`src/rtl/pic_stream_reader.sv`:
```
// ---------------------------------------------------------------------------
// pic_stream_reader
//
// Sequential fetch engine placed in front of mem_pic. A run fetches COUNT
// words starting at BASE, stepping the address by STEP each word. Fetched
// words go through a DEPTH-entry FIFO to a valid/ready consumer, so
// downstream backpressure stalls the fetch without losing or repeating words.
//
// Ports
//   CLK        in   clock, all state on the rising edge
//   RESET      in   asynchronous, active-high; clears all state
//   START      in   begin a run (sampled only while idle)
//   BASE       in   first address of the run
//   COUNT      in   number of words to fetch (0 = empty run)
//   ADDRESS    out  registered address to mem_pic
//   READ       in   combinational word from mem_pic at ADDRESS
//   OUT_DATA   out  FIFO head word
//   OUT_VALID  out  FIFO not empty
//   OUT_READY  in   consumer takes OUT_DATA this cycle
//   BUSY       out  run in progress (fetching or draining)
//   DONE       out  one-cycle pulse when a run completes
// ---------------------------------------------------------------------------
module pic_stream_reader #(
  parameter int SIZE  = 8,
  parameter int DEPTH = 4,
  parameter int STEP  = 4
) (
  input  logic            CLK,
  input  logic            RESET,
  input  logic            START,
  input  logic [SIZE-1:0] BASE,
  input  logic [SIZE-1:0] COUNT,
  output logic [SIZE-1:0] ADDRESS,
  input  logic [SIZE-1:0] READ,
  output logic [SIZE-1:0] OUT_DATA,
  output logic            OUT_VALID,
  input  logic            OUT_READY,
  output logic            BUSY,
  output logic            DONE
);

  localparam int PTR_W = $clog2(DEPTH);
  localparam int OCC_W = PTR_W + 1;

  typedef enum logic [1:0] {
    S_IDLE  = 2'd0,
    S_FETCH = 2'd1,
    S_DRAIN = 2'd2
  } state_t;

  state_t            state_q,     state_d;
  logic [SIZE-1:0]   address_q,   address_d;
  logic [SIZE-1:0]   remaining_q, remaining_d;
  logic [PTR_W-1:0]  wr_ptr_q,    wr_ptr_d;
  logic [PTR_W-1:0]  rd_ptr_q,    rd_ptr_d;
  logic [OCC_W-1:0]  occ_q,       occ_d;
  logic              busy_q,      busy_d;
  logic              done_q,      done_d;
  logic [SIZE-1:0]   fifo_q [DEPTH];

  logic fifo_full;
  logic pop;
  logic push;

  assign fifo_full = (occ_q == OCC_W'(DEPTH));
  assign pop       = (occ_q != '0) && OUT_READY;
  // A pop on the same edge frees the slot, so a full FIFO can still accept
  // a push while the consumer is draining it.
  assign push      = (state_q == S_FETCH) && (remaining_q != '0) &&
                     (!fifo_full || pop);

  always_comb begin
    state_d     = state_q;
    address_d   = address_q;
    remaining_d = remaining_q;
    busy_d      = busy_q;
    done_d      = 1'b0;

    case (state_q)
      S_IDLE: begin
        if (START) begin
          address_d   = BASE;
          remaining_d = COUNT;
          busy_d      = 1'b1;
          state_d     = (COUNT != '0) ? S_FETCH : S_DRAIN;
        end
      end
      S_FETCH: begin
        if (push) begin
          address_d   = address_q + SIZE'(STEP);
          remaining_d = remaining_q - SIZE'(1);
          if (remaining_q == SIZE'(1)) begin
            state_d = S_DRAIN;
          end
        end
      end
      S_DRAIN: begin
        if (occ_q == '0) begin
          done_d  = 1'b1;
          busy_d  = 1'b0;
          state_d = S_IDLE;
        end
      end
      default: begin
        state_d = S_IDLE;
        busy_d  = 1'b0;
      end
    endcase
  end

  always_comb begin
    wr_ptr_d = wr_ptr_q;
    rd_ptr_d = rd_ptr_q;
    occ_d    = occ_q;
    if (push) begin
      wr_ptr_d = wr_ptr_q + PTR_W'(1);
    end
    if (pop) begin
      rd_ptr_d = rd_ptr_q + PTR_W'(1);
    end
    case ({push, pop})
      2'b10:   occ_d = occ_q + OCC_W'(1);
      2'b01:   occ_d = occ_q - OCC_W'(1);
      default: occ_d = occ_q;
    endcase
  end

  always_ff @(posedge CLK or posedge RESET) begin
    if (RESET) begin
      state_q     <= S_IDLE;
      address_q   <= '0;
      remaining_q <= '0;
      wr_ptr_q    <= '0;
      rd_ptr_q    <= '0;
      occ_q       <= '0;
      busy_q      <= 1'b0;
      done_q      <= 1'b0;
      for (int i = 0; i < DEPTH; i++) begin
        fifo_q[i] <= '0;
      end
    end else begin
      state_q     <= state_d;
      address_q   <= address_d;
      remaining_q <= remaining_d;
      wr_ptr_q    <= wr_ptr_d;
      rd_ptr_q    <= rd_ptr_d;
      occ_q       <= occ_d;
      busy_q      <= busy_d;
      done_q      <= done_d;
      if (push) begin
        fifo_q[wr_ptr_q] <= READ;
      end
    end
  end

  assign ADDRESS   = address_q;
  assign OUT_DATA  = fifo_q[rd_ptr_q];
  assign OUT_VALID = (occ_q != '0);
  assign BUSY      = busy_q;
  assign DONE      = done_q;

endmodule

```
`config.mk`:
```
export PLATFORM = sky130hd
export DESIGN_NAME = pic_stream_reader
export DESIGN_NICKNAME = d
export VERILOG_FILES = /design/src/rtl/pic_stream_reader.sv
export SDC_FILE = /design/constraint.sdc
export NUM_CORES = 1
export LEC_CHECK = 0
export BUFFER_PORTS_ARGS = -buffer_cell sky130_fd_sc_hd__buf_2
export CORE_AREA = 10 10 106 98
export CTS_CLUSTER_DIAMETER = 150
export DETAILED_ROUTE_END_ITERATION = 7
export DIE_AREA = 0 0 116 108
export HOLD_SLACK_MARGIN = 0.15
export PLACE_DENSITY_LB_ADDON = 0.15
export SETUP_SLACK_MARGIN = 0.3
export SLEW_MARGIN = 0
export SYNTH_ARGS = -nofsm -noshare
export SYNTH_HDL_FRONTEND = slang
export SYNTH_SLANG_ARGS = --single-unit
```
`constraint.sdc`:
```
create_clock -name CLK -period 4.7 [get_ports CLK]
set_clock_uncertainty 0.15 [all_clocks]
set_input_delay 0.705 -clock CLK [delete_from_list [all_inputs] [get_ports CLK]]
set_output_delay 0.705 -clock CLK [all_outputs]
set_load 0.005 [all_outputs]
```
# [Word level (Yosys, flattened, before mapping)]
# Cells that the tools add are included.
[classes] addsub=6 mul=0 n_div=0 order_cmp=3 n_eq_ne=10 shifts=0 n_mux=24 n_bitwise=3 n_reduce_logical=16
[ops] operator="$mux 8" n=7
[ops] operator="$bwmux 32" n=1
[ops] operator="$pmux 8 s2" n=2
[ops] operator="$bmux 8 s2" n=1
[ops] operator="$demux 8 s2" n=1
[ops] operator="$reduce_bool 8->1" n=2
[ops] operator="$mux 2" n=5
[ops] operator="$add 8x3->8 const B" n=1
[ops] operator="$eq 8x1->1 const B" n=1
[ops] operator="$sub 8x1->8 const B" n=1
[ops] operator="$ge 3x3->1 const B" n=2
[ops] operator="$ne 2x2->1 const B" n=3
[ops] operator="$not 2->3" n=2
[ops] operator="$pmux 2 s3" n=1
[ops] operator="$pmux 3 s2" n=1
[ops] operator="$reduce_and 3->1" n=2
[ops] operator="$add 2x1->2 const B" n=2
[ops] operator="$eq 2x1->1 const B" n=2
[ops] operator="$eq 2x2->1 const B" n=2
[ops] operator="$logic_and 1x1->1" n=4
[ops] operator="$mux 1" n=4
[ops] operator="$reduce_and 4->1" n=1
[ops] operator="$reduce_bool 2->1" n=2
[ops] operator="$add 3x1->3 const B" n=1
[ops] operator="other kinds (11)" n=11
[totals] reg_bits=59 latch_bits=0 mem_bits_rw=0 mem_bits_ro=0 input_bits=28 output_inout_bits=19 wordCells=74 mem_count=0

# [Longest topological paths before layout]
[logic_depth] depth_word=6 depth_mapped=9 depth_no_buf=9

# [Worst setup path before layout]
# Ideal clock, no wire load.
[synth_timing] path_kind="register to register" start="reg remaining_q[0]" end="reg fifo_q[24] (netlist name)" setup_time_ns=0.125 arrival_ns=2.072 t_required_ns=4.425 slack_ns=2.353 path_stages_with_launch=8 path_buffers=1 synth_period_minus_slack_ns=2.347 path_cell_list="dfrtp_1 > inv_1 > ha_1 > or3b_2 > o211a_4 > clkbuf_8 > nand2_2 > mux2_2"
[synth_between] elab_chain_len=3
[synth_rtl] element="start: declaration" line="53" rtl="logic [SIZE-1:0] remaining_q, remaining_d;"
[synth_rtl] element="start signal: assignment" line="144" rtl="remaining_q <= remaining_d;"
[synth_rtl] element="$reduce_bool 8->1" line="69" rtl="assign push = (state_q == S_FETCH) && (remaining_q != '0) &&"
[synth_rtl] element="$logic_and 1x1->1 (2 in series)" line="69"
[synth_rtl] element="end signal: indexed assignment" line="139" rtl="fifo_q[i] <= '0;"
[synth_rtl] element="end signal: indexed assignment" line="151" rtl="fifo_q[wr_ptr_q] <= READ;"
[synth_rtl] element="end: declaration" line="59" rtl="logic [SIZE-1:0] fifo_q [DEPTH];"
# No other way between the ends.
# A chain may end at the register's enable or synchronous reset.

# [Worst setup path in the final report]
[layout_timing] start="reg rd_ptr_q[0]" end="out OUT_DATA[7]"
[layout_between] elab_chain_len=4
[layout_rtl] element="start: declaration" line="55" rtl="logic [PTR_W-1:0] rd_ptr_q, rd_ptr_d;"
[layout_rtl] element="start signal: assignment" line="146" rtl="rd_ptr_q <= rd_ptr_d;"
[layout_rtl] element="$not 2->3 (implied by the code)" line="157" rtl="assign OUT_DATA = fifo_q[rd_ptr_q];"
[layout_rtl] element="$bmux 8 s2" line="157"
[layout_rtl] element="$mux 8 (implied by the code) (2 in series)" line="157"
[layout_rtl] element="end: declaration" line="35" rtl="output logic [SIZE-1:0] OUT_DATA,"
# No other way between the ends. The select of a mux whose other input is x is not followed.

==> impl_metrics.toml <==
[placed_design]
placed_area_um2 = 3317
dp_hpwl_mm = 4.610
place_ws_ns = 2.142
io_buffers = 46
gp_congestion = 0.7807

[final_layout]
final_nets = 325
drive_gt1_share_pct = 40.82
diodes = 0
multi_input_area_um2 = 1423
stdcell_area_um2 = 3558
regArea_um2 = 1476
syn_to_final_growth_pct = 17.42
fill_cells = 796

[timing]
fmax_mhz = 371.1
finalCriticalPeriod_ns = 2.695
worstMarginPinSlew_ns = 0.7681
post-route-period-util_pct = 57.33
maxSlewViolCount = 0
timing.final.ws_setup_ns = 2.005
slew_headroom_pct = 48.79
rsz0062_at_grt = "no"
fin_setup_tns_ns = 0
finalSetupViolCount = 0
finalHoldViolations = 0

[clock_tree]
clock_latency_ns = 0.34
h-tree-depth = 3
cts.reportedPaths.clkPinSlew_ns = 0.07
postCtsSetupRepairBufs = 0
cts_root_buf = "clkbuf_8"
cts.sinks = 59
cts_buffers = 9
cts_resized = 0
cts_tree = "yes"
cts_buffer_depth = 2
postCtsHoldBufs = 0

[route]
wl_per_cell_um = 17.06
vias = 2064
routed_wl_mm = 6.754
drc = 0
drtPass1Iterations = 4
postRouteAntennaNets = 0
viasPerCell = 5.212
drt_iter0_drc = 69

[setup_path]
crit_required_ns = 3.85
start_kind = "flop"
path_class = "reg -> out"
r2r_start = "state_q[0]"
r2r_cells = 7
crit_path_end_kind = "output port"
r2r-end = "occ_q[2]"
critPathMaxFanout = 10
arrival_ns = 1.84
regToRegSetupSlack_ns = 2.11

[yosys]
synth-seq-cells = 59
yosys.area.top_type = "dfrtp_1"
postSynthCellCount = 241
dominantRegCellSynth = "dfrtp_1"
synth_cell_type_count = 49
async_reset_ff_share_pct = 100.0
yosys_warnings = 0
netlist_top_cells_count = "59 x dfrtp_1, 35 x mux2_2, 14 x nand2_1"
synth_nets = 277
syn_area_um2 = 3030
yosysMostFrequentCell = "dfrtp_1"
yosys-top-cells-area = "dfrtp_1 49%, mux2_2 13%, mux4_2 5.9%, ha_1 2.9%, a2bb2oi_1 2.0%"
avgSynthCellArea_um2 = 12.57
synth_seq_area_share_pct = 48.72
synth_edf_count = 0
synth_top_area_share_pct = 48.72

[power_and_ir_drop]
power_density_nw_per_um2 = 759.6
irDropWorstVdd_mv = 0.2588
p_leak_nw = 1.587
power.total_mw = 2.703

[min_path]
hold-path-endpoint = "BUSY"
worstHoldStart = "BUSY"
worstHoldPathType = "reg -> reg"
whs_path_depth = 1

[global_route]
grt_usage_pct = 11.35
grt_pass1_vias = 2180
grt_overflow = 0
grt_pass1_wl_mm = 11.16
antenna_found_initial = 0
grt_max_degree = 60

[die]
io_pins = 47
die_h_um = 108
start_util_pct = 36.39
dieArea_um2 = 12530
die_w_um = 116
row_count = 32
core_area_um2 = 8328

[flow_run]
drv_cap = 0

[outcome]
status = "complete, no violations"
-- power breakdown --
| part | leakage [nW] | switching, mW | total [mW] | internal, mW |
|---|---|---|---|---|
| Sequential | 0.687 | 0.222 | 0.988 | 0.767 |
| Clock | 0.123 | 0.205 | 0.571 | 0.365 |
| Combinational | 0.777 | 0.505 | 1.14 | 0.639 |
-- routing by layer --
metal / part of all wire, % / vias to the layer above / global-route usage (%)
li1: - / 993 / -
met1: 48 / 1024 / 14.76
met2: 46 / 39 / 16.93
met3: 4.4 / 8 / 4.319
met4: 1.5 / 0 / 4.018
met5: 0 / - / 0
-- stage by stage --
stage	utilization (%)	hold slack [ns]	cells
after floorplan	-	0.3190	241
after global placement	39.83	0.3155	380
after detailed placement	39.83	0.3185	380
after CTS	42.73	0.3344	396
after global routing	42.73	0.3537	396
final	42.73	0.3277	396
-- cell usage in the layout (no fill, tap or decap), drive strengths merged, types with 2 or more instances in the layout --
cell	count
nor4	3
xor2	2
mux2	35
clkbuf	11
o41ai	2
a22o	2
o2bb2a	3
mux2i	5
xnor2	3
dfrtp	59
nor2	5
o21ai	9
bufinv	3
mux4	8
or4	2
nand2	18
nand3	6
nor2b	2
ha	7
o22ai	9
a31o	2
nand4	3
a21oi	3
nor3	2
inv	10
a2bb2oi	7
nor3b	3
or2	2
a22oi	4
clkinv	2
buf	49
-- registers in the layout, indices dropped and copies added, names as in the netlist --
register	count
ADDRESS	8
remaining_q	8
BUSY	1
state_q	2
wr_ptr_q	2
rd_ptr_q	2
fifo_q	32
DONE	1
occ_q	3
-- worst max path at each step --
| stage | from | slack, ns | to | cells after the start |
|---|---|---|---|---|
| 2_1_floorplan | remaining_q[0] | 2.35 | fifo_q[24] | 7 |
| 3_3_place_gp | OUT_READY | 2.17 | fifo_q[3] | 5 |
| 3_5_place_dp | state_q[0] | 2.14 | occ_q[2] | 7 |
| 4_1_cts | rd_ptr_q[0] | 1.96 | OUT_DATA[7] | 2 |
| 5_1_grt | rd_ptr_q[0] | 1.88 | OUT_DATA[7] | 2 |
| 6_report | rd_ptr_q[0] | 2.01 | OUT_DATA[7] | 2 |
-- worst max-delay path, stage by stage (launching register included) --
cell	delay (ns)
dfrtp_1	0.76
mux4_2	0.60
buf_2	0.14
-- layout make-up --
class	instances	share of cell area, %
Sequential cell	59	41.49
Clock inverter	5	2.813
Multi-Input combinational cell	160	39.98
Tap cell	102	3.586
Inverter	10	1.055
Clock buffer	11	3.973
Timing Repair Buffer	49	7.103
-- logic make-up after synthesis --
kind of cell | after synthesis | share of synthesized area, %
multiplexers | 48 | 20.60
adder cells (fa/ha/maj) | 8 | 3.551
XOR/XNOR | 5 | 1.445
AND/OR/NAND/NOR | 52 | 9.620
AO/OA/AOI/OAI | 47 | 11.73
flip-flops | 59 | 48.72
buffers and inverters | 22 | 4.335
No activity file was read; power rests on OpenSTA's default activity.
